[config.mk]
export PLATFORM = sky130hd
export DESIGN_NAME = score_digit_driver
export DESIGN_NICKNAME = d
export VERILOG_FILES = /design/src/rtl/score_pkg.sv /design/src/rtl/bin2bcd_seq.sv /design/src/rtl/score_digit_driver.sv
export SDC_FILE = /design/constraint.sdc
export NUM_CORES = 1
export LEC_CHECK = 0
export BUFFER_PORTS_ARGS = -buffer_cell sky130_fd_sc_hd__clkbuf_2
export CELL_PAD_IN_SITES_DETAIL_PLACEMENT = 1
export CELL_PAD_IN_SITES_GLOBAL_PLACEMENT = 1
export CORE_UTILIZATION = 36
export CTS_CLUSTER_SIZE = 20
export DETAILED_ROUTE_END_ITERATION = 12
export GPL_TIMING_DRIVEN = 0
export PLACE_DENSITY_LB_ADDON = 0.1
export SLEW_MARGIN = 20
export SYNTH_ARGS = -nofsm -noshare
export SYNTH_HDL_FRONTEND = slang
export SYNTH_SLANG_ARGS = --single-unit
[constraint.sdc]
create_clock -name pixel_clk_in -period 1.6 [get_ports pixel_clk_in]
set_input_delay 0.16 -clock pixel_clk_in [delete_from_list [all_inputs] [get_ports pixel_clk_in]]
set_output_delay 0.16 -clock pixel_clk_in [all_outputs]
set_load 0.01 [all_outputs]
[src/rtl/score_pkg.sv]
// -----------------------------------------------------------------------------
// score_pkg
// Shared types and helpers for the score digit driver.
//   state_e   : commit FSM states (IDLE, CONVERT, WAIT_FRAME)
//   bcd_t     : one packed BCD digit
//   max_score : largest value representable with n decimal digits (10^n - 1)
// -----------------------------------------------------------------------------
package score_pkg;

   typedef enum logic [1:0] {
      IDLE       = 2'd0,
      CONVERT    = 2'd1,
      WAIT_FRAME = 2'd2
   } state_e;

   typedef logic [3:0] bcd_t;

   // Elaboration-time helper; only ever used to build a constant.
   function automatic int unsigned max_score(input int unsigned n);
      int unsigned r;
      r = 32'd1;
      for (int unsigned k = 32'd0; k < n; k++) begin
         r = r * 32'd10;
      end
      return r - 32'd1;
   endfunction

endpackage

[src/rtl/bin2bcd_seq.sv]
// -----------------------------------------------------------------------------
// bin2bcd_seq
// Sequential double-dabble binary-to-BCD converter, one iteration per clock.
// Ports:
//   clk_i    : clock
//   rst_i    : synchronous active-high reset
//   start_i  : load score_i and clear the BCD scratch
//   score_i  : binary value to convert
//   done_o   : high during the final iteration cycle; bcd_o is valid after it
//   bcd_o    : BCD scratch, digit 0 (most significant) in the top nibble
// -----------------------------------------------------------------------------
module bin2bcd_seq
   import score_pkg::*;
#(
   parameter int unsigned SCORE_W    = 14,
   parameter int unsigned NUM_DIGITS = 4
) (
   input  logic                    clk_i,
   input  logic                    rst_i,
   input  logic                    start_i,
   input  logic [SCORE_W-1:0]      score_i,
   output logic                    done_o,
   output logic [4*NUM_DIGITS-1:0] bcd_o
);

   localparam int unsigned BCD_W = 4 * NUM_DIGITS;
   localparam int unsigned CNT_W = $clog2(SCORE_W + 1);

   logic [SCORE_W-1:0]       bin_q;
   logic [BCD_W-1:0]         bcd_q;
   logic [CNT_W-1:0]         cnt_q;
   logic                     run_q;
   logic [BCD_W-1:0]         adj_s;
   logic [BCD_W+SCORE_W-1:0] sh_s;
   logic                     last_s;

   // Add-3 correction on every nibble >= 5, then the combined left shift.
   always_comb begin
      bcd_t nib;
      adj_s = bcd_q;
      for (int n = 0; n < int'(NUM_DIGITS); n++) begin
         nib = bcd_q[4*n +: 4];
         adj_s[4*n +: 4] = (nib >= 4'd5) ? (nib + 4'd3) : nib;
      end
      sh_s = {adj_s, bin_q} << 1;
   end

   assign last_s = run_q && (cnt_q == CNT_W'(SCORE_W - 1));
   assign done_o = last_s;
   assign bcd_o  = bcd_q;

   // Conversion state: load on start, then exactly SCORE_W iterations.
   always_ff @(posedge clk_i) begin
      if (rst_i) begin
         bin_q <= '0;
         bcd_q <= '0;
         cnt_q <= '0;
         run_q <= 1'b0;
      end else if (start_i) begin
         bin_q <= score_i;
         bcd_q <= '0;
         cnt_q <= '0;
         run_q <= 1'b1;
      end else if (run_q) begin
         bin_q <= sh_s[SCORE_W-1:0];
         bcd_q <= sh_s[BCD_W+SCORE_W-1:SCORE_W];
         cnt_q <= last_s ? '0 : (cnt_q + CNT_W'(1));
         run_q <= !last_s;
      end
   end

endmodule

[src/rtl/score_digit_driver.sv]
// -----------------------------------------------------------------------------
// score_digit_driver
// Converts a binary score to BCD, commits the digits at frame start so the
// display never tears, and per pixel reports which digit/origin applies at
// the beam position together with a leading-zero blank enable.
// Ports:
//   pixel_clk_in, rst_in         : pixel clock, synchronous active-high reset
//   score_in, score_valid_in     : score request (accepted when !busy_out)
//   busy_out                     : conversion or commit pending
//   hcount_in, vcount_in         : beam position
//   hcount_out, vcount_out       : beam position delayed one cycle
//   number_out, x_out, y_out     : digit value and origin under the beam
//   digit_en_out                 : beam inside a non-blanked digit cell
// -----------------------------------------------------------------------------
module score_digit_driver
   import score_pkg::*;
#(
   parameter int unsigned NUM_DIGITS = 4,
   parameter int unsigned SCORE_W    = 14,
   parameter int unsigned DIGIT_W    = 24,
   parameter int unsigned DIGIT_H    = 24,
   parameter int unsigned GAP        = 2,
   parameter int unsigned X0         = 0,
   parameter int unsigned Y0         = 0
) (
   input  logic               pixel_clk_in,
   input  logic               rst_in,
   input  logic [SCORE_W-1:0] score_in,
   input  logic               score_valid_in,
   output logic               busy_out,
   input  logic [10:0]        hcount_in,
   input  logic [9:0]         vcount_in,
   output logic [10:0]        hcount_out,
   output logic [9:0]         vcount_out,
   output logic [3:0]         number_out,
   output logic [10:0]        x_out,
   output logic [9:0]         y_out,
   output logic               digit_en_out
);

   localparam int unsigned PITCH     = DIGIT_W + GAP;
   localparam int unsigned BCD_W     = 4 * NUM_DIGITS;
   localparam int unsigned MAX_SCORE = max_score(NUM_DIGITS);

   state_e                  state_q;
   logic                    busy_q;
   logic [BCD_W-1:0]        digits_q;
   logic [BCD_W-1:0]        bcd_s;
   logic                    conv_done_s;
   logic                    start_s;
   logic                    frame_start_s;
   logic [SCORE_W-1:0]      score_sat_s;

   logic [NUM_DIGITS-1:0]   match_s;
   logic [NUM_DIGITS-1:0]   blank_s;
   logic                    vin_s;
   bcd_t                    disp_s   [NUM_DIGITS];
   logic [10:0]             cell_x_s [NUM_DIGITS];

   logic [3:0]              number_d;
   logic [10:0]             x_d;
   logic                    en_d;
   logic [10:0]             hcount_q;
   logic [9:0]              vcount_q;
   logic [3:0]              number_q;
   logic [10:0]             x_q;
   logic [9:0]              y_q;
   logic                    en_q;

   assign start_s       = (state_q == IDLE) && score_valid_in;
   assign frame_start_s = (hcount_in == 11'd0) && (vcount_in == 10'd0);

   // Clamp to the largest displayable value (all 9s).
   always_comb begin
      if (32'(score_in) > MAX_SCORE) begin
         score_sat_s = SCORE_W'(MAX_SCORE);
      end else begin
         score_sat_s = score_in;
      end
   end

   bin2bcd_seq #(
      .SCORE_W    (SCORE_W),
      .NUM_DIGITS (NUM_DIGITS)
   ) u_bin2bcd (
      .clk_i   (pixel_clk_in),
      .rst_i   (rst_in),
      .start_i (start_s),
      .score_i (score_sat_s),
      .done_o  (conv_done_s),
      .bcd_o   (bcd_s)
   );

   // Commit FSM: accept, wait out the conversion, publish at frame start.
   // A frame start during the last CONVERT cycle is missed on purpose.
   always_ff @(posedge pixel_clk_in) begin
      if (rst_in) begin
         state_q  <= IDLE;
         busy_q   <= 1'b0;
         digits_q <= '0;
      end else begin
         case (state_q)
            IDLE: begin
               if (score_valid_in) begin
                  state_q <= CONVERT;
                  busy_q  <= 1'b1;
               end
            end
            CONVERT: begin
               if (conv_done_s) begin
                  state_q <= WAIT_FRAME;
               end
            end
            WAIT_FRAME: begin
               if (frame_start_s) begin
                  digits_q <= bcd_s;
                  state_q  <= IDLE;
                  busy_q   <= 1'b0;
               end
            end
            default: begin
               state_q <= IDLE;
               busy_q  <= 1'b0;
            end
         endcase
      end
   end

   assign vin_s = ({1'b0, vcount_in} >= 11'(Y0)) && ({1'b0, vcount_in} < 11'(Y0 + DIGIT_H));

   // Cell comparators use 12-bit constant bounds so the right edge cannot wrap.
   for (genvar g = 0; g < int'(NUM_DIGITS); g++) begin : g_cell
      localparam logic [11:0] CELL_LO = 12'(X0 + g * PITCH);
      localparam logic [11:0] CELL_HI = 12'(X0 + g * PITCH + DIGIT_W);
      assign match_s[g]  = ({1'b0, hcount_in} >= CELL_LO) &&
                           ({1'b0, hcount_in} <  CELL_HI) && vin_s;
      assign cell_x_s[g] = CELL_LO[10:0];
      assign disp_s[g]   = digits_q[4*(int'(NUM_DIGITS)-1-g) +: 4];
   end

   // Leading-zero blanking; the units digit is always shown.
   always_comb begin
      logic zero_prefix;
      zero_prefix = 1'b1;
      blank_s     = '0;
      for (int i = 0; i < int'(NUM_DIGITS); i++) begin
         zero_prefix = zero_prefix & (disp_s[i] == 4'd0);
         blank_s[i]  = zero_prefix & (i < int'(NUM_DIGITS) - 1);
      end
   end

   // One-hot select of the matching cell; all zeros when no cell matches.
   always_comb begin
      logic [10:0] x_or;
      number_d = 4'd0;
      x_or     = 11'd0;
      en_d     = 1'b0;
      for (int i = 0; i < int'(NUM_DIGITS); i++) begin
         number_d = number_d | (match_s[i] ? disp_s[i] : 4'd0);
         x_or     = x_or | (match_s[i] ? cell_x_s[i] : 11'd0);
         en_d     = en_d | (match_s[i] & ~blank_s[i]);
      end
      x_d = (|match_s) ? x_or : 11'(X0);
   end

   // Pixel output registers, one cycle behind the beam inputs.
   always_ff @(posedge pixel_clk_in) begin
      if (rst_in) begin
         hcount_q <= 11'd0;
         vcount_q <= 10'd0;
         number_q <= 4'd0;
         x_q      <= 11'd0;
         y_q      <= 10'(Y0);
         en_q     <= 1'b0;
      end else begin
         hcount_q <= hcount_in;
         vcount_q <= vcount_in;
         number_q <= number_d;
         x_q      <= x_d;
         y_q      <= 10'(Y0);
         en_q     <= en_d;
      end
   end

   assign busy_out     = busy_q;
   assign hcount_out   = hcount_q;
   assign vcount_out   = vcount_q;
   assign number_out   = number_q;
   assign x_out        = x_q;
   assign y_out        = y_q;
   assign digit_en_out = en_q;

endmodule

==> out/summary.txt, run 1 <==
Status: complete, but fails checks
Failing checks: negative setup slack
#FFs+latches synth: 85
TritonCTS clock tree: yes
Cell taking the most area after synthesis: dfxtp_1
Crit. End Element: flip-flop
Largest cells by area after synthesis: dfxtp_1 (46%), mux2i_1 (8.2%), nor2_1 (5.8%), a21oi_1 (4.4%), ha_1 (3.4%)
Adder-cell share of the synthesized area: 3.411%
Die Wd: 102.9 um
Storage cell area: 0.001705 mm^2
Critical Path RT: 1.83 ns
Switch share: 25.96%
Critical path startpoint category: input pin
Min Tclk post-route: 1.605 ns
Global-route wire length before repair: 15590 um
Logic pwr share: 10.1%
Core Area: 0.009819 mm^2
Htree depth: 3
DP HPWL: 6791 um
Slew @ Worst Pin: 0.5229 ns
DRT Pass-1 Iters: 5
Total Wirelength: 9302 um
Crit share post-route: 100.3%
Async SR Flop Fraction: 0%
Lkg Pwr: 0.001846 uW
Clock share of power: 36.5%
Port bufs: 69
P per Cell Area: 915.6 mW/mm^2
Row count: 36
Post-synthesis compound-gate area fraction: 13.78%
Commonest cells after routing, fill and taps aside: dfxtp_1 (82), clkbuf_2 (72), nor2_1 (57)
Final Hold Fails: 0
Mean area per synthesized cell: 8.948 um^2
Worst hold slack: 0.03185 ns
Antenna violations before repair: 0
Post-synthesis mux area share: 8.186%
Overall power: 4145 uW
Layout cells sized above 1: 24.66%
Final Worst Setup Slack: -0.004668 ns
Setup violators final: 1
Internal: 3069 uW
Syn Std Cell Area: 0.003669 mm^2
Max_cap viols: 0
Commonest non-fill, non-tap cell in the layout: dfxtp_1
Area delta synth->final: 23.40%
CP Buf/Inv Count: 1
Sw power: 1076 uW
Antenna diode count: 0
Largest net degree at the start of global routing: 15
CTS clk-pin slew, worst paths: 0.09 ns
DR vias: 3136
Synth top area share: 46.38%
Slowest cell on crit path: or4_4
Final nets: 554
Largest family of logic cells by synthesized area: simple AND/OR/NAND/NOR gates
Post-synthesis cell type count: 47
Fmax: 623.2 MHz
DRT iter0 DRCs: 95
Post-Synth XOR/XNOR Area: 1.671%
Synth Flop Type: dfxtp_1
Tot GR Track Use: 19.07%
Synth Instances: 410
Post-route ant nets: 0
Post-route cell area: 0.004527 mm^2
Yosys Warn Count: 0
Critical path's top delay family: compound AO/OA/AOI/OAI gates
Ports: 86
Die ar.: 0.01060 mm^2
Total congestion overflow: 0
Clk_skew: 0.009701 ns
Cells along the critical path: buf_8 -> or4_4 -> o311a_1 -> o211a_4 -> a222oi_1 -> o21ai_1
Vias per inst: 4.870
Root Driver: clkbuf_8
Crit path arrival time: 1.83 ns
Wire per inst: 14.44 um
Initial Utilization: 37.36%
Final Max Tran Viols: 0
Placer Congestion: 0.7896
RSZ-0062 raised after global routing: yes
Number of enable flip-flop cells after synthesis: 0
Critical path peak fanout: 6
Vias in the first global route: 3203
Sequential area share after synthesis: 46.38%
Total CTS buffers: 9
Hold Path Class: in -> reg
Post-route DRC: 0
Clk_lat worst skew: 0.35 ns
VDD IR max: 0.3726 mV
Synth Area in Simple Gates: 19.41%
Sink Count: 85
Slew Limit Headroom: 65.14%
Placed cell areas: 0.004242 mm^2
# fillers: 1248
Clk buf depth: 2
Crit Path Category: in -> reg
Die Height: 102.9 um
CP peak stage delay: 0.53 ns
Multi-input gate area: 0.001810 mm^2
Reg power frac: 53.3%
-- stage by stage --
step                      utilization (%)  worst slack, ns  cells    TNS, ns
after floorplan                         -         -0.08512    424    -0.8411
after global placement              43.20          -0.4654    626     -15.83
after detailed placement            43.20          -0.5011    626     -17.32
after CTS                           45.54          0.01663    644          0
after global routing                46.10         -0.01853    644   -0.04462
final                               46.10        -0.004668    644  -0.004668
-- flip-flops by register name (all words and copies together), names as in the netlist --
register and cells:
u_bin2bcd.bin_q 14, digits_q 16, state_q 2, number_out 4, u_bin2bcd.bcd_o 16, digit_en_out 1, busy_out 1, u_bin2bcd.run_q 1
vcount_out 10, x_out 5, hcount_out 11, u_bin2bcd.cnt_q 4
-- worst reg2reg max path, cell delays in order, from the launching register on --
cell      delay, ns
dfxtp_1        0.40
inv_1          0.09
ha_1           0.18
nand2b_1       0.13
a21o_1         0.22
xnor2_1        0.14
mux2i_1        0.15
nor2_1         0.05
-- layer usage --
metal	vias up	part of all wire (%)	GRT usage, %
li1	1573	-	-
met4	0	1.7	6.934
met2	58	48	32.87
met5	-	0	0
met3	14	3.1	2.915
met1	1491	47	24.09
-- cell usage after synthesis, drive strengths merged, types with 2 or more instances --
library cell	n
nor4	6
and3	2
a31oi	3
nor2	57
nand2	29
mux2i	30
or4	2
inv	16
ha	10
o211ai	3
o21a	2
clkbuf	16
nand2b	4
buf	19
nor2b	20
a211oi	10
o21ai	13
nor3b	2
a222oi	4
a21oi	32
a21o	3
dfxtp	85
xnor2	7
nand3	11
nor3	7
nand4	2
-- path summary, 6_finish.rpt --
check             cells past startpoint  slack [ns]                             from                               to
hold / removal                        2        0.03                     vcount_in[7]         vcount_out[7]$_SDFF_PP0_
setup / recovery                      6      -0.005                     hcount_in[9]         number_out[0]$_SDFF_PP0_
hold reg to reg                       2        0.47  u_bin2bcd.bin_q[9]$_SDFFE_PP0P_  u_bin2bcd.bin_q[9]$_SDFFE_PP0P_
setup reg to reg                      7        0.13  u_bin2bcd.bcd_o[9]$_SDFFE_PP0P_  u_bin2bcd.bcd_o[9]$_SDFFE_PP0P_
-- power groups by stage --
stage	clock (uW)	sequential, uW	combinational (uW)
floorplan	0	2270	234
global placement	0	2260	398
detailed placement	0	2260	406
CTS	1560	2210	415
global route	1660	2220	474
finish	1510	2210	420
-- area by class of cell --
type / count / area share [%]
sequential: 85 / 37.67
buffer: 34 / 4.561
multi-input combinational: 288 / 39.99
clock buffer: 10 / 2.819
inverter: 16 / 1.327
clock inverter: 6 / 1.410
tap: 133 / 3.676
timing repair buffer: 72 / 8.541
-- timing repair --
| item | in CTS | in global routing |
|---|---|---|
| endpoints found under the setup margin | 53 | 74 |
| pin swaps | 1 | 2 |
| hold buffers | 1 | 0 |
| buffers inserted | 1 | 1 |
| gates resized for setup | 9 | 18 |
| endpoints found under the hold margin | 1 | 0 |
-- kinds of logic (layout without fill, tap and decap cells) --
family	after synthesis	count (layout)
other cells	1	15
flops	85	85
buf+inv	51	138
compound gates	80	80
xor+xnor	7	7
mux	30	30
fa+ha+maj	10	10
simple gates	146	146
(Power assumes the default switching activity.)
==> run 2: changes to the inputs <==
- CORE_UTILIZATION: 36 -> 37
- SLEW_MARGIN: 20 -> 15
- SYNTH_HIERARCHICAL: not set -> 1
==> run 2 against run 1 <==
  * The flow now finishes without violations
  * Synthesized cell count up 5.6%
  * Total power up 3.6%
  * Via count up 9.0%
  * Count of clock-buffer cells in the layout unchanged
  * Final cell count up 3.4%
  * Critical path depth down 1
  * Final area up 6.7%
  * Sequential power about the same
  * Non-clock buffer count up 1
  * Setup slack better by 0.052 ns
  * Largest cell class unchanged
==> out/summary.txt, run 2 <==
Status: finished clean
Commonest cells after routing, fill and taps aside: dfxtp_1 (77), clkbuf_2 (68), nor2_1 (54)
CP peak stage delay: 0.43 ns
Antenna violations before repair: 0
Switch share: 28.54%
R2r setup slk: 0.05 ns
Multi-input gate area: 0.002088 mm^2
Sequential area share after synthesis: 42.25%
Min Tclk post-route: 1.553 ns
Tot GR Track Use: 18.23%
Hold_buf cts: 0
Hold Startpoint: vcount_in[5]
Post-route DRC: 0
Post-route ant nets: 0
RSZ-0062 raised after global routing: no
Final nets: 573
Area delta synth->final: 19.98%
Worst Hold End: vcount_out[5]$_SDFF_PP0_
Row count: 37
Crit. End Element: flip-flop
VDD IR max: 0.3798 mV
DRT iter0 DRCs: 86
Die ar.: 0.01131 mm^2
Hold Path Class: in -> reg
Critical path startpoint category: flip-flop
Max_cap viols: 0
Number of enable flip-flop cells after synthesis: 0
Slew @ Worst Pin: 0.6608 ns
Most common cell in the netlist: dfxtp_1
# fillers: 1237
Largest net degree at the start of global routing: 17
Crit Path Category: reg -> reg
Clock share of power: 34.7%
Layout cells sized above 1: 28.11%
Crit path arrival time: 1.83 ns
Setup violators final: 0
Crit share post-route: 97.04%
Lkg Pwr: 0.001938 uW
Logic pwr share: 13.3%
Die Height: 106.3 um
Hold Crit Depth: 2
Cells along the critical path: inv_1 -> ha_2 -> nor2b_1 -> or4_1 -> a221oi_2
Die Wd: 106.3 um
Capturing point of the worst reg2reg path: u_bin2bcd/bcd_o[4]$_SDFFE_PP0P_
Clk_lat worst skew: 0.37 ns
Final core utilization: 46.39%
Final Hold Fails: 0
#FFs+latches synth: 85
Slew Limit Headroom: 55.68%
Synth Flop Type: dfxtp_1
Htree depth: 3
Worst r2r path cells: 5
Worst hold slack: 0.01629 ns
Ports: 86
Internal: 3068 uW
Mean area per synthesized cell: 9.302 um^2
Placer Congestion: 0.7584
Fmax: 644.1 MHz
Wire per inst: 14.79 um
Total Wirelength: 9852 um
P per Cell Area: 888.6 mW/mm^2
Total CTS buffers: 9
DRT Pass-1 Iters: 4
Largest cells by area after synthesis: dfxtp_1 (42%), mux2i_1 (7.7%), nor2_1 (5.1%), nor2b_1 (3.9%), mux2_2 (3.6%)
Cell taking the most area after synthesis: dfxtp_1
Final Max Tran Viols: 0
R2R Path Start: u_bin2bcd/bcd_o[0]$_SDFFE_PP0P_
Root Driver: clkbuf_8
Yosys Warn Count: 6
Antenna diode count: 0
Vias per inst: 5.131
Initial Utilization: 38.67%
Post-synthesis cell type count: 53
Synth top cells by count: dfxtp_1 (85), nor2_1 (55), mux2i_1 (31)
Global-route wire length before repair: 16470 um
Port bufs: 67
Critical Path RT: 1.87 ns
Core Area: 0.01042 mm^2
Reg power frac: 52.0%
Total congestion overflow: 0
Clk buf depth: 2
Sw power: 1225 uW
Vias in the first global route: 3431
CTS clk-pin slew, worst paths: 0.10 ns
DP HPWL: 7341 um
Critical path peak fanout: 6
Clk_skew: 0.01603 ns
Synth Instances: 433
Sink Count: 85
Synth top area share: 42.25%
Async SR Flop Fraction: 0%
Commonest non-fill, non-tap cell in the layout: dfxtp_1
Syn Std Cell Area: 0.004028 mm^2
Slowest cell on crit path: or4_1
DR vias: 3417
Storage cell area: 0.001722 mm^2
TritonCTS clock tree: yes
==> run 2: worst max-delay path by stage <==
| stage | slack [ns] | from | endpoint |
|---|---|---|---|
| after CTS | 0.003 | u_bin2bcd/run_q$_SDFF_PP0_ | state_q[0]$_SDFFE_PP0P_ |
| after floorplan | -0.15 | hcount_in[3] | digits_q[6]$_SDFFE_PP0P_ |
| after global placement | -0.47 | hcount_in[2] | digits_q[13]$_SDFFE_PP0P_ |
| after global routing | 0.002 | u_bin2bcd/bcd_o[8]$_SDFFE_PP0P_ | u_bin2bcd/bcd_o[12]$_SDFFE_PP0P_ |
| final | 0.05 | u_bin2bcd/bcd_o[0]$_SDFFE_PP0P_ | u_bin2bcd/bcd_o[4]$_SDFFE_PP0P_ |
| after detailed placement | -0.50 | vcount_in[3] | digits_q[10]$_SDFFE_PP0P_ |
==> run 2: area by class of cell <==
class / count / area share, %
Buffer: 39 / 5.541
Clock buffer: 10 / 2.848
Clock inverter: 6 / 1.062
Inverter: 14 / 1.088
Multi-Input combinational cell: 308 / 43.22
Sequential cell: 85 / 35.63
Tap cell: 136 / 3.521
Timing Repair Buffer: 68 / 7.095
==> run 2: kinds of logic (layout without fill, tap and decap cells) <==
group                      Yosys count  count (layout)  synth area share (%)
buffers and inverters               54             137                 7.518
muxes                               44              44                 11.34
other                                1              15               0.09311
adders and majority gates           10              10                 3.107
AOI/OAI and AO/OA                   77              77                 14.04
and+or+nand+nor                    162             162                 21.65
DFF                                 85              85                 42.25
==> run 2: metrics by stage <==
| stage | power (uW) | area [um^2] | std cells | setup TNS, ns | setup WS (ns) |
|---|---|---|---|---|---|
| after floorplan | 2660 | 4090 | 447 | -1.453 | -0.1454 |
| after global placement | 2835 | 4596 | 650 | -8.303 | -0.4733 |
| after detailed placement | 2851 | 4596 | 650 | -9.050 | -0.5038 |
| after CTS | 4353 | 4807 | 667 | 0 | 0.002805 |
| after global routing | 4490 | 4832 | 666 | 0 | 0.002336 |
| final | 4294 | 4832 | 666 | 0 | 0.04733 |
==> run 2: layer usage <==
| layer | vias up | GRT usage, % | part of all wire, % | wire length, um |
|---|---|---|---|---|
| met1 | 1647 | 22.65 | 47 | 4644 |
| met4 | 0 | 7.937 | 1.5 | 152 |
| met3 | 12 | 2.759 | 3.4 | 339 |
| met2 | 73 | 31.12 | 48 | 4716 |
| li1 | 1685 | - | - | - |
| met5 | - | 0 | 0 | 0 |
==> run 2: worst max-delay path: cells and delay by family, from the launching register on <==
kind	cells	cell delay [ns]
AND/OR/NAND/NOR	2	0.57
flip-flops	1	0.39
AO/OA/AOI/OAI	1	0.23
adder cells (fa/ha/maj)	1	0.21
buffers and inverters	1	0.07
==> run 2: what timing repair did <==
action	CTS	global route
pin swaps	1	0
gates resized for setup	7	15
cloned	0	0
buffers inserted	1	0
endpoints found under the hold margin	0	0
endpoints found under the setup margin	28	24
==> run 2: power by group through the flow <==
| stage | clock [uW] | combinational (uW) | sequential, uW |
|---|---|---|---|
| final | 1490 | 570 | 2230 |
| after global routing | 1610 | 636 | 2240 |
| after CTS | 1550 | 571 | 2240 |
| after detailed placement | 0 | 566 | 2290 |
| after global placement | 0 | 554 | 2280 |
| after floorplan | 0 | 374 | 2290 |
